**src/rtl/calc_sequencer.sv**
```systemverilog
// rtl/calc_sequencer.sv - calculator key sequencer between keypad, ALU and display
module calc_sequencer #(
  parameter int DATA_WIDTH = 16,
  parameter bit HEX_ENTRY  = 1'b0
) (
  input  logic                  clk,
  input  logic                  rst_n,
  input  logic [4:0]            i_button_data,
  input  logic                  i_button_valid,
  output logic                  o_button_ready,
  input  logic                  i_2s_comp_mode,
  output logic [DATA_WIDTH-1:0] o_alu_input_a,
  output logic [DATA_WIDTH-1:0] o_alu_input_b,
  output logic [1:0]            o_alu_input_op,
  output logic                  o_alu_input_signed,
  output logic                  o_alu_input_valid,
  input  logic                  i_alu_input_ready,
  input  logic [DATA_WIDTH-1:0] i_alu_result,
  input  logic                  i_alu_error,
  input  logic                  i_alu_result_valid,
  output logic                  o_alu_result_ready,
  output logic                  o_add_state_display,
  output logic                  o_sub_state_display,
  output logic                  o_mul_state_display,
  output logic                  o_div_state_display,
  output logic                  o_error,
  output logic [DATA_WIDTH-1:0] o_display_data,
  output logic                  o_display_2s_comp,
  output logic                  o_display_valid,
  input  logic                  i_display_ready,
  input  logic                  i_display_done
);

  typedef enum logic [2:0] {
    S_CLEAR, S_IDLE, S_DISP, S_DISP_WAIT, S_ALU_REQ, S_ALU_WAIT, S_ERROR
  } state_t;

  localparam logic [4:0] K_EQ  = 5'b10100;
  localparam logic [4:0] K_AC  = 5'b10101;
  localparam logic [4:0] K_NEG = 5'b10110;

  state_t state, next_state;

  logic [DATA_WIDTH-1:0] a_reg, b_reg;
  logic [1:0]            op, next_op;
  logic                  op_pend, b_started, rep_valid, after_eq;
  logic                  alu_eq, alu_signed;

  logic                  key_fire, is_digit, is_oper, digit_ok;
  logic [DATA_WIDTH-1:0] digit_ext, cur, cur_times_r, entered;

  assign key_fire    = i_button_valid && o_button_ready;
  assign is_digit    = !i_button_data[4];
  assign is_oper     = (i_button_data[4:2] == 3'b100);
  assign digit_ok    = HEX_ENTRY || (i_button_data[3:0] <= 4'd9);
  assign digit_ext   = DATA_WIDTH'(i_button_data[3:0]);
  assign cur         = b_started ? b_reg : a_reg;
  assign cur_times_r = HEX_ENTRY ? (cur << 4) : ((cur << 3) + (cur << 1));
  assign entered     = cur_times_r + digit_ext;

  assign o_alu_input_a       = a_reg;
  assign o_alu_input_b       = b_reg;
  assign o_alu_input_op      = op;
  assign o_alu_input_signed  = alu_signed;
  assign o_display_data      = cur;
  assign o_display_2s_comp   = i_2s_comp_mode;
  assign o_add_state_display = op_pend && (op == 2'b00);
  assign o_sub_state_display = op_pend && (op == 2'b01);
  assign o_mul_state_display = op_pend && (op == 2'b10);
  assign o_div_state_display = op_pend && (op == 2'b11);

  // State register; reset parks in CLEAR so every handshake valid drops at once.
  always_ff @(posedge clk or negedge rst_n) begin
    if (!rst_n) state <= S_CLEAR;
    else        state <= next_state;
  end

  // Next-state decode and handshake strobes.
  always_comb begin
    next_state         = state;
    o_button_ready     = 1'b0;
    o_display_valid    = 1'b0;
    o_alu_input_valid  = 1'b0;
    o_alu_result_ready = 1'b0;
    o_error            = 1'b0;
    case (state)
      S_CLEAR: next_state = S_DISP;
      S_IDLE: begin
        o_button_ready = 1'b1;
        if (key_fire) begin
          if (is_digit) begin
            if (digit_ok) next_state = S_DISP;
          end else if (is_oper) begin
            if (op_pend && b_started) next_state = S_ALU_REQ;
          end else if (i_button_data == K_EQ) begin
            next_state = (op_pend || rep_valid) ? S_ALU_REQ : S_DISP;
          end else if (i_button_data == K_AC) begin
            next_state = S_CLEAR;
          end else if (i_button_data == K_NEG) begin
            next_state = S_DISP;
          end
        end
      end
      S_DISP: begin
        o_display_valid = 1'b1;
        if (i_display_ready) next_state = S_DISP_WAIT;
      end
      S_DISP_WAIT: if (i_display_done) next_state = S_IDLE;
      S_ALU_REQ: begin
        o_alu_input_valid = 1'b1;
        if (i_alu_input_ready) next_state = S_ALU_WAIT;
      end
      S_ALU_WAIT: begin
        o_alu_result_ready = 1'b1;
        if (i_alu_result_valid) next_state = i_alu_error ? S_ERROR : S_DISP;
      end
      S_ERROR: begin
        o_button_ready = 1'b1;
        o_error        = 1'b1;
        if (key_fire && (i_button_data == K_AC)) next_state = S_CLEAR;
      end
      default: next_state = S_CLEAR;
    endcase
  end

  // Operand, operator and flag updates on accepted keys and ALU results.
  always_ff @(posedge clk or negedge rst_n) begin
    if (!rst_n) begin
      a_reg <= '0; b_reg <= '0; op <= 2'b00; next_op <= 2'b00;
      op_pend <= 1'b0; b_started <= 1'b0; rep_valid <= 1'b0; after_eq <= 1'b0;
      alu_eq <= 1'b0; alu_signed <= 1'b0;
    end else begin
      case (state)
        S_CLEAR: begin
          a_reg <= '0; b_reg <= '0; op <= 2'b00; next_op <= 2'b00;
          op_pend <= 1'b0; b_started <= 1'b0; rep_valid <= 1'b0; after_eq <= 1'b0;
          alu_eq <= 1'b0; alu_signed <= 1'b0;
        end
        S_IDLE: begin
          if (key_fire) begin
            if (is_digit) begin
              if (digit_ok) begin
                if (after_eq) begin
                  a_reg    <= digit_ext;
                  after_eq <= 1'b0;
                end else if (op_pend && !b_started) begin
                  b_reg     <= digit_ext;
                  b_started <= 1'b1;
                end else if (b_started) begin
                  b_reg <= entered;
                end else begin
                  a_reg <= entered;
                end
              end
            end else if (is_oper) begin
              if (op_pend && b_started) begin
                // Chained operator: the new op takes effect once the pending one resolves.
                next_op    <= i_button_data[1:0];
                alu_eq     <= 1'b0;
                alu_signed <= i_2s_comp_mode;
              end else begin
                op        <= i_button_data[1:0];
                op_pend   <= 1'b1;
                b_started <= 1'b0;
                after_eq  <= 1'b0;
              end
            end else if (i_button_data == K_EQ) begin
              if (op_pend) begin
                if (!b_started) b_reg <= a_reg;
                alu_eq     <= 1'b1;
                alu_signed <= i_2s_comp_mode;
              end else if (rep_valid) begin
                alu_eq     <= 1'b1;
                alu_signed <= i_2s_comp_mode;
              end
            end else if (i_button_data == K_NEG) begin
              if (op_pend && !b_started) begin
                b_reg     <= -a_reg;
                b_started <= 1'b1;
              end else if (b_started) begin
                b_reg <= -b_reg;
              end else begin
                a_reg <= -a_reg;
              end
            end
          end
        end
        S_ALU_WAIT: begin
          if (i_alu_result_valid && !i_alu_error) begin
            a_reg     <= i_alu_result;
            b_started <= 1'b0;
            if (alu_eq) begin
              op_pend   <= 1'b0;
              rep_valid <= 1'b1;
              after_eq  <= 1'b1;
            end else begin
              op       <= next_op;
              op_pend  <= 1'b1;
              after_eq <= 1'b0;
            end
          end
        end
        default: ;
      endcase
    end
  end

endmodule

```
**config.mk**
```make
export PLATFORM = sky130hd
export DESIGN_NAME = calc_sequencer
export DESIGN_NICKNAME = d
export VERILOG_FILES = /design/src/rtl/calc_sequencer.sv
export SDC_FILE = /design/constraint.sdc
export NUM_CORES = 1
export LEC_CHECK = 0
export BUFFER_PORTS_ARGS = -buffer_cell sky130_fd_sc_hd__buf_4
export CAP_MARGIN = 20
export CORE_ASPECT_RATIO = 0.8
export CORE_MARGIN = 2
export CORE_UTILIZATION = 35
export CTS_BUF_LIST = sky130_fd_sc_hd__clkbuf_16
export DETAILED_ROUTE_END_ITERATION = 8
export GPL_TIMING_DRIVEN = 0
export HOLD_SLACK_MARGIN = 0.15
export SETUP_SLACK_MARGIN = 0.02
export SYNTH_ARGS = -nofsm -noshare
export SYNTH_HDL_FRONTEND = slang
export SYNTH_SLANG_ARGS = --single-unit
```
**constraint.sdc**
```tcl
create_clock -name clk -period 10 [get_ports clk]
set_input_delay 1 -clock clk [delete_from_list [all_inputs] [get_ports clk]]
set_output_delay 1 -clock clk [all_outputs]
set_load 0.01 [all_outputs]
```
==> results by group <==
Run status
  – Status: complete, no violations

Clocking
  – Root buf cell: clkbuf_16
  – Reg clk slew, reported paths: 70 ps
  – Maximum root-to-sink buffer count: 2
  – CTS Buf Count: 5
  – Clk sinks: 45
  – Htree depth: 2
  – Post-CTS Resized: 0
  – Hold_buf cts: 0
  – CTS tree: built
  – Setup repair bufs after CTS: 0
  – Worst skew pair latency: 300 ps

Flow run
  – Max Cap Viol: 0

Global route
  – GRT overflow: 0
  – Largest net degree at the start of global routing: 46
  – Total track usage: 25.7%
  – Vias in the first global route: 4647
  – Initial antenna violation count: 0
  – Global-route wire length before repair: 27400 um

Critical path
  – CP Launch Type: flop
  – Crit path max fanout: 10
  – Critical Path RT: 10190 ps
  – Crit path from: b_started
  – FF-to-FF Start: b_started
  – Critical Path End Type: flop
  – WP data arrival: 4740 ps
  – WS Path Type: reg2reg

Route
  – Starting DRT DRC Count: 661
  – Post-route ant nets: 0
  – DR top layer: met4
  – Vias per Instance: 6.04
  – Routed wl met2: 7430 um
  – Vias post-DR: 5120
  – Routed wl met3: 1990 um
  – WL met1: 8300 um
  – WL final: 18000 um
  – Routed length per placed instance: 21.2 um
  – Iteration count of the initial detailed-routing pass: 5
  – Residual DRC: 0

Hold path
  – Hold Path Class: reg2reg
  – Worst Hold Launch: next_op[1]

Layout
  – Layout cell share with drive strength beyond 1: 19.9%
  – Synth-to-Final Area Change: 23.0%
  – # diodes: 0
  – Fin nets: 731

Placement
  – Placer Congestion: 0.987
  – Port Buffer Count: 90
  – Post-DP HPWL: 14100 um
  – Pre-CTS setup slack: 5600 ps

Logic synthesis
  – Main combinational cell family by area after synthesis: compound AO/OA/AOI/OAI gates
  – YS warnings: 0
  – Post-synthesis simple-gate area fraction: 23.0%
  – Mapped Nets: 634
  – Synth area leader: dfrtp_1
  – Post-synth EDFFs: 0
  – Post-synthesis mux area share: 5.98%
  – Mapped cell area: 4520 um^2
  – Top cells by instance count after synthesis: nor2_1 (64), dfrtp_1 (45), nand2_1 (41)
  – Post-Synth Adder-Cell Area: 8.64%
  – Count leader, synth: nor2_1
  – Post-synthesis register bit count: 45
  – Share of the synthesized area in the top cell type: 24.9%
  – Post-synthesis cell count: 574
  – Post-synthesis area per instance: 7.87 um^2
  – Post-synthesis compound-gate area fraction: 25.9%
  – Synth area leaders: dfrtp_1 (25%), ha_1 (7.8%), nor2_1 (5.3%)
  – Ys flop type: dfrtp_1
  – Fraction of registers with async set/reset: 100%
  – Synth Area in XOR/XNOR: 6.79%
  – Seq/Total Area, Yosys: 24.9%
  – Yosys cell types: 66

Die
  – Core Box Area: 12700 um^2
  – I/O pins: 91
  – Starting Density: 35.5%
  – Die area: 13800 um^2
  – Num rows: 37
  – Die height: 106 um
  – DIE WIDTH: 131 um

STA
  – F_max: 220 MHz
  – Setup TNS: 0 ps
  – Least-Margin Pin Slew: 972 ps
  – Final period util: 45.5%
  – Slew margin rel.: 34.6%
  – Fin. Hold Viols: 0
  – Final setup vio count: 0
  – Crit path time final: 4550 ps
  – Fin worst setup slack: 5450 ps
  – RSZ-0062 raised after global routing: no
  – Pins Over Slew Limit: 0
  – Clk_skew: 9.66 ps

Power
  – Power consumption: 2300 uW
  – Highest ir drop seen on vdd: 244 uV
  – Power density cells: 413 nW/um^2
  – LEAKAGE: 0.00247 uW
[worst max-delay path, cell delays in order (launching register included)]
cell	delay (ps)
dfrtp_1	340
clkbuf_1	430
clkbuf_1	520
o21ai_0	500
ha_1	430
ha_1	250
fa_1	430
a211oi_1	320
o21a_1	240
o21ai_0	150
xor2_1	400
a21oi_1	140
o41ai_1	280
[state kept, by name (all words and copies together) (netlist names)]
register,count
rep_valid,1
o_alu_input_signed,1
next_op,2
b_started,1
o_alu_input_op,2
after_eq,1
o_alu_input_a,16
alu_eq,1
o_alu_input_b,16
state,3
op_pend,1
[power by group]
group,internal (uW),switching [uW]
Sequential,257,122
Combinational,682,1060
Clock,93.3,80.3
Total,1030,1270
[stage by stage]
step / hold WS, ps / util, % / instances / area (um^2)
5_1_grt: 546 / 43.7 / 847 / 5560
2_1_floorplan: 467 / - / 574 / 4520
6_report: 510 / 43.7 / 847 / 5560
4_1_cts: 518 / 43.7 / 847 / 5560
3_5_place_dp: 502 / 42.5 / 839 / 5410
3_3_place_gp: 492 / 42.5 / 839 / 5410
[cell families after synthesis]
group / count (synthesis)
xor+xnor: 35
compound gates: 176
simple gates: 208
flops: 45
fa+ha+maj: 30
buf+inv: 55
mux: 25
[per-layer routing]
| metal | up-vias | track usage (%) |
|---|---|---|
| met5 | - | 0 |
| met4 | 0 | 3.88 |
| met3 | 20 | 6.90 |
| met2 | 288 | 35.7 |
| met1 | 2481 | 40.1 |
| li1 | 2331 | - |
[cells in the final DEF, fill, tap and decap left out, types with 6 or more instances in the layout]
master    synthesis  routed
buf_4             1      91
nor2_1           64      64
dfrtp_1          45      45
nand2_1          41      41
o21ai_0          40      40
a21oi_1          40      40
clkbuf_1         30      30
ha_1             28      28
xnor2_1          21      21
inv_1            17      17
nand3_1          17      17
mux2_2           16      16
nor3_1           16      16
xor2_1           14      14
a211oi_1         11      11
a31oi_1          11      11
nand4_1          10      10
mux2i_1           9       9
a221oi_1          8       8
and3_1            7       7
nor4_1            7       7
nand2b_1          6       6
and2_1            6       6
or3_1             6       6
a21o_1            6       6
o221ai_1          6       6
[worst paths after layout]
kind,cells after the start,slack [ps],end
max,12,5450,o_alu_input_b[12]
min,2,510,next_op[1]
max reg2reg,12,5450,o_alu_input_b[12]
min reg2reg,2,510,next_op[1]
max in group asynchronous,1,8840,o_alu_input_b[3]
min in group asynchronous,1,720,o_alu_input_a[12]
[layout make-up]
type	instances	area (um^2)
Fill cell	1322	7170
Inverter	17	63.8
Sequential cell	45	1130
Buffer	38	153
Timing Repair Buffer	90	676
Multi-Input combinational cell	474	3170
Clock buffer	5	125
Clock inverter	3	21.3
Tap cell	175	219
(Power assumes the default switching activity.)
